`config.mk`:
```
export PLATFORM = sky130hd
export DESIGN_NAME = pipelined_barrel_shifter
export DESIGN_NICKNAME = d
export VERILOG_FILES = /design/src/rtl/pipelined_barrel_shifter.sv
export SDC_FILE = /design/constraint.sdc
export NUM_CORES = 1
export LEC_CHECK = 0
export BUFFER_PORTS_ARGS = -buffer_cell sky130_fd_sc_hd__buf_2
export CAP_MARGIN = 20
export CORE_MARGIN = 2
export CORE_UTILIZATION = 55
export CTS_BUF_LIST = sky130_fd_sc_hd__clkbuf_8
export CTS_CLUSTER_DIAMETER = 200
export CTS_CLUSTER_SIZE = 14
export DETAILED_ROUTE_END_ITERATION = 12
export PLACE_DENSITY = 0.78
export SLEW_MARGIN = 30
export SYNTH_ARGS = -nofsm -noshare
export SYNTH_HDL_FRONTEND = slang
export SYNTH_SLANG_ARGS = --single-unit
```
`constraint.sdc`:
```
create_clock -name clk -period 1.7 [get_ports clk]
set_clock_uncertainty 0.2 [all_clocks]
set_input_delay 0.17 -clock clk [delete_from_list [all_inputs] [get_ports clk]]
set_output_delay 0.17 -clock clk [all_outputs]
set_load 0.02 [all_outputs]
```
`src/rtl/pipelined_barrel_shifter.sv`:
```
// Two-stage pipelined barrel shifter with valid/ready handshakes on both sides.
// Stage 1 applies the low half of the shift-amount bits. Stage 2 applies the
// rest, forces the all-fill result when the amount overflows, and registers Op/err.
module pipelined_barrel_shifter #(
  parameter int WIDTH = 8,
  parameter int AMT_W = $clog2(WIDTH) + 1
) (
  input  logic             clk,
  input  logic             rst,
  input  logic             in_valid,
  output logic             in_ready,
  input  logic [0:WIDTH-1] Ip,
  input  logic [AMT_W-1:0] shift_amt,
  input  logic             dir,
  input  logic [1:0]       mode,
  output logic             out_valid,
  input  logic             out_ready,
  output logic [0:WIDTH-1] Op,
  output logic             err
);
  localparam int LG = $clog2(WIDTH);
  localparam int L1 = (LG + 1) / 2;   // amount bits resolved in stage 1
  localparam int L2 = LG - L1;        // amount bits resolved in stage 2

  // One mux level: shift by k toward the MSB (d=0) or the LSB (d=1).
  // Vacated bits are filled with the fill bit, or with wrapped bits when rotating.
  // Bit WIDTH-1 of the packed vector corresponds to Ip[0].
  function automatic logic [WIDTH-1:0] step(input logic [WIDTH-1:0] v, input int k,
                                            input logic d, input logic rot, input logic fill);
    logic [WIDTH-1:0] ones, r;
    ones = '1;
    if (!d) begin
      r = v << k;
      if (rot)       r = r | (v >> (WIDTH - k));
      else if (fill) r = r | ~(ones << k);
    end else begin
      r = v >> k;
      if (rot)       r = r | (v << (WIDTH - k));
      else if (fill) r = r | ~(ones >> k);
    end
    return r;
  endfunction

  // Stage 1 payload
  logic             s1_valid;
  logic [WIDTH-1:0] s1_data;
  logic [L2-1:0]    s1_hi;
  logic             s1_ovf, s1_fill, s1_dir, s1_rot, s1_err;
  // Stage 2 holds valid only; its payload lives directly in Op/err
  logic             s2_valid;

  logic             s2_adv, accept;
  logic             rot_in, fill_in, ovf_in;
  logic [WIDTH-1:0] s1_sh, s2_sh;

  assign s2_adv    = !s2_valid || out_ready;
  assign in_ready  = !s1_valid || s2_adv;
  assign accept    = in_valid && in_ready;
  assign out_valid = s2_valid;

  // Decode the operation. Reserved mode behaves like logical.
  // Rotate takes the amount mod WIDTH, so it never overflows.
  assign rot_in  = (mode == 2'b10);
  assign fill_in = (mode == 2'b01) && dir && Ip[0];
  assign ovf_in  = !rot_in && (32'(shift_amt) >= WIDTH);

  // Stage-1 shifter: low amount bits
  always_comb begin
    s1_sh = Ip;
    for (int j = 0; j < L1; j++)
      if (shift_amt[j]) s1_sh = step(s1_sh, 1 << j, dir, rot_in, fill_in);
  end

  // Stage-2 shifter: remaining amount bits; an overflowed amount yields pure fill
  always_comb begin
    s2_sh = s1_data;
    for (int j = 0; j < L2; j++)
      if (s1_hi[j]) s2_sh = step(s2_sh, 1 << (j + L1), s1_dir, s1_rot, s1_fill);
    if (s1_ovf) s2_sh = {WIDTH{s1_fill}};
  end

  // Stage 1 register: load on accept, drain when it moves into stage 2
  always_ff @(posedge clk) begin
    if (rst) begin
      s1_valid <= 1'b0;
      s1_data  <= '0;
      s1_hi    <= '0;
      s1_ovf   <= 1'b0;
      s1_fill  <= 1'b0;
      s1_dir   <= 1'b0;
      s1_rot   <= 1'b0;
      s1_err   <= 1'b0;
    end else if (accept) begin
      s1_valid <= 1'b1;
      s1_data  <= s1_sh;
      s1_hi    <= shift_amt[LG-1:L1];
      s1_ovf   <= ovf_in;
      s1_fill  <= fill_in;
      s1_dir   <= dir;
      s1_rot   <= rot_in;
      s1_err   <= (mode == 2'b11);
    end else if (s2_adv) begin
      s1_valid <= 1'b0;
    end
  end

  // Stage 2 register: advances only when empty or being consumed; otherwise Op holds
  always_ff @(posedge clk) begin
    if (rst) begin
      s2_valid <= 1'b0;
      Op       <= '0;
      err      <= 1'b0;
    end else if (s2_adv) begin
      s2_valid <= s1_valid;
      if (s1_valid) begin
        Op  <= s2_sh;
        err <= s1_err;
      end
    end
  end
endmodule

```
==> run summary <==
Outcome = complete, no violations
Global-route wire length before repair = 6580 µm
Cell types with the highest counts after synthesis = sky130_fd_sc_hd__nor2_1 (30), sky130_fd_sc_hd__dfxtp_1 (25), sky130_fd_sc_hd__a21oi_1 (17)
Worst min-delay path category = in -> reg
Number of antenna violations at the first check in global routing = 0
Total negative setup slack = 0 ns
Vertical extent of the die = 57.4 µm
Fraction of the yosys area taken by sequential cells = 0.319
Antenna-violating nets left = 0
Share of synthesized area spent on multiplexers = 0.146
Vias/cell = 6.25
Most numerous cell in the Yosys netlist = sky130_fd_sc_hd__nor2_1
Fin crit share = 0.949
Clock-pin slew on the worst setup and hold paths = 0.08 ns
Grt ovf = 0
Count of mapped cells out of synthesis = 197
Die outline width = 57.4 µm
Wirelength, routed = 4070 µm
Pin count of the biggest net entering global routing = 27
Power density over the cells = 718 mW/mm²
Gpl congestion = 0.917
Master of the slowest instance on the critical path = sky130_fd_sc_hd__dlygate4sd3_1
Total number of vias = 1626
Number of rows in the core area = 19
Critical path's top delay family = buffers and inverters
Syn avg cell area = 7.95 µm²
CTS tree = yes
Fraction of post-synthesis cell area in the top cell type by area = 0.319
Number of diodes added for antenna fixing = 0
Nature of the critical path startpoint = input pin
Cell count after placement = 253
Final instance area = 0.00185 mm²
Adder-cell share of the synthesized area = 0
Seq cells post-synth = 25
Final HPWL from detailed placement = 2940 µm
Area after detailed placement = 0.00176 mm²
Clock tree buffer depth = 2
Number of distinct library cell variants in the gate-level netlist after synthesis = 36
CTS Root Buffer Type = sky130_fd_sc_hd__clkbuf_8
Worst Tran Pin Value = 0.477 ns
Synth area leader = sky130_fd_sc_hd__dfxtp_1
Primary FF master, synth = sky130_fd_sc_hd__dfxtp_1
Mean routed wirelength per cell = 15.6 µm
Fin nets = 249
Filler cell count = 239
Clock net sink count = 25
Placeable core region = 0.00273 mm²
Footprint of the multi-input gates = 980 µm²
DRC Markers = 0
Initial drt markers = 60
Post-synthesis xor/xnor area fraction = 0
Final hold violation count = 0
I/O pin count = 30
Leakage power = 0.000763 µW
Share of cells above drive strength 1 = 0.223
Critical path endpoint category = flop
Count of final setup violators = 0
Number of buffer cells added on primary ports = 29
Worst relative slew slack = 0.681
Total setup buffers inserted after CTS = 0
H-tree depth = 1
Highest cell delay on the worst timing path = 0.53 ns
Top cells by area in the synthesized netlist = sky130_fd_sc_hd__dfxtp_1 (32%), sky130_fd_sc_hd__mux2i_1 (9.6%), sky130_fd_sc_hd__nor2_1 (7.2%)
Buf+Inv Stages, Crit Path = 2
Peak VDD IR = 0.749 mV
Initial cell density of the core = 0.573
Highest fanout seen on the critical path = 10
Clock latency of the later-clocked register in the worst-skew pair = 0.26 ns
Final Max Slew Viols = 0
Vias in the first global route = 1416
Net Count, Synth = 216
Critical path start-end classification = in -> reg
Synthesized-area fraction occupied by and/or/nand/nor cells = 0.223
Detailed-router iteration count before antenna repair = 4
Dominant combinational cell family by area after synthesis = compound AO/OA/AOI/OAI gates
Setup repair after global routing missed its margin = false
Maximum clock frequency = 0.620 GHz
Synthesized cell area = 0.00157 mm²
Required time of the critical path = 1.70 ns
Synthesis Warnings = 0
Signed area change from the synthesized netlist to the final layout = 18.0%
Area of the die = 0.00329 mm²
Fin crit period = 1.61 ns
Arrival time of data at the critical path endpoint = 1.61 ns
Fraction of synthesis flops using an asynchronous set or reset pin = 0
Total CTS buffers = 3
Total global-route track usage = 0.254
Number of flops mapped to enable cells by yosys = 0
Layout Cells excl Fill = 260
Ordered cell list for the critical path = dlygate4sd3_1 > buf_2 > and2_1 > o221ai_1 > a21oi_1
FF+latch area = 500 µm²
Reg2reg setup slack = 0.13 ns
Tot Pwr = 1330 µW
Synthesized-area fraction occupied by ao, oa, aoi and oai cells = 0.247
Number of max-capacitance violations reported = 0
-- report_power, final --
group,internal (µW),switching (µW)
Clock,161,174
Sequential,623,29.9
Combinational,147,191
-- what timing repair did --
item | CTS | global route
hold endpoints to repair | 3 | 0
resized for setup | 0 | 3
hold buffers | 3 | 0
endpoints found under the setup margin | 0 | 4
-- state kept, by name, summed over array words and instances, names as in the netlist --
signal / flops
Op: 8
err: 1
out_valid: 1
s1_data: 8
s1_dir: 1
s1_err: 1
s1_fill: 1
s1_hi: 1
s1_ovf: 1
s1_rot: 1
s1_valid: 1
-- path summary, 6_finish.rpt --
kind / from / end / cells after the start
max: in_valid / s1_data[6]$_SDFFE_PP0P_ / 5
min: out_ready / s1_valid$_SDFFE_PP0P_ / 3
max reg2reg: s1_valid$_SDFFE_PP0P_ / s1_data[6]$_SDFFE_PP0P_ / 4
min reg2reg: s1_data[1]$_SDFFE_PP0P_ / s1_data[1]$_SDFFE_PP0P_ / 2
-- layout by cell type, fill, tap and decap left out, types with 2 or more instances in the layout --
| cell type | instances |
|---|---|
| sky130_fd_sc_hd__o21ai_0 | 7 |
| sky130_fd_sc_hd__o22ai_1 | 6 |
| sky130_fd_sc_hd__nor3_1 | 5 |
| sky130_fd_sc_hd__o221ai_1 | 4 |
| sky130_fd_sc_hd__a311oi_2 | 2 |
| sky130_fd_sc_hd__inv_1 | 8 |
| sky130_fd_sc_hd__buf_2 | 29 |
| sky130_fd_sc_hd__a211oi_1 | 8 |
| sky130_fd_sc_hd__clkbuf_8 | 3 |
| sky130_fd_sc_hd__a311oi_1 | 3 |
| sky130_fd_sc_hd__nand3b_1 | 6 |
| sky130_fd_sc_hd__nand2b_1 | 2 |
| sky130_fd_sc_hd__nand3_1 | 3 |
| sky130_fd_sc_hd__dlygate4sd3_1 | 3 |
| sky130_fd_sc_hd__o211ai_1 | 6 |
| sky130_fd_sc_hd__and2_1 | 2 |
| sky130_fd_sc_hd__a31oi_1 | 2 |
| sky130_fd_sc_hd__nor2b_1 | 2 |
| sky130_fd_sc_hd__nand2_1 | 15 |
| sky130_fd_sc_hd__a21oi_1 | 17 |
| sky130_fd_sc_hd__mux4_2 | 3 |
| sky130_fd_sc_hd__buf_4 | 11 |
| sky130_fd_sc_hd__dfxtp_1 | 25 |
| sky130_fd_sc_hd__mux2i_1 | 15 |
| sky130_fd_sc_hd__nor2_1 | 30 |
-- cells by family (layout without fill, tap and decap cells) --
logic type	after synthesis	count (layout)
flip-flops	25	25
buffers and inverters	22	54
AO/OA/AOI/OAI	59	59
multiplexers	19	19
AND/OR/NAND/NOR	72	72
-- per-layer routing --
| metal | up-vias | GRT usage | routed length [µm] |
|---|---|---|---|
| met5 | - | 0 | 0 |
| met4 | 0 | 0.0598 | 52 |
| li1 | 788 | - | - |
| met2 | 62 | 0.422 | 2010 |
| met1 | 770 | 0.345 | 1770 |
| met3 | 6 | 0.0431 | 228 |
-- cell type report --
cell class	count	share of cell area
multi-input combinational	150	0.530
clock buffer	3	0.0223
sequential	25	0.271
tap	31	0.0210
clock inverter	1	0.00203
inverter	7	0.0142
timing repair buffer	43	0.139
-- worst min-delay path: cells and delay by family --
| kind | cells | cell delay [ns] |
|---|---|---|
| buffers and inverters | 1 | 0.08 |
| AOI/OAI and AO/OA | 1 | 0.08 |
| and+or+nand+nor | 1 | 0.14 |
-- stage by stage --
step           worst slack (ns)   util  hold WS [ns]
2_1_floorplan            0.0407      -        0.0995
3_3_place_gp              0.110  0.643         0.216
3_5_place_dp             0.0453  0.643         0.236
4_1_cts                  0.0603  0.670        0.0422
5_1_grt                 0.00703  0.676        0.0661
6_report                 0.0875  0.676        0.0437
Note: power is estimated with default switching activity, not from simulation.
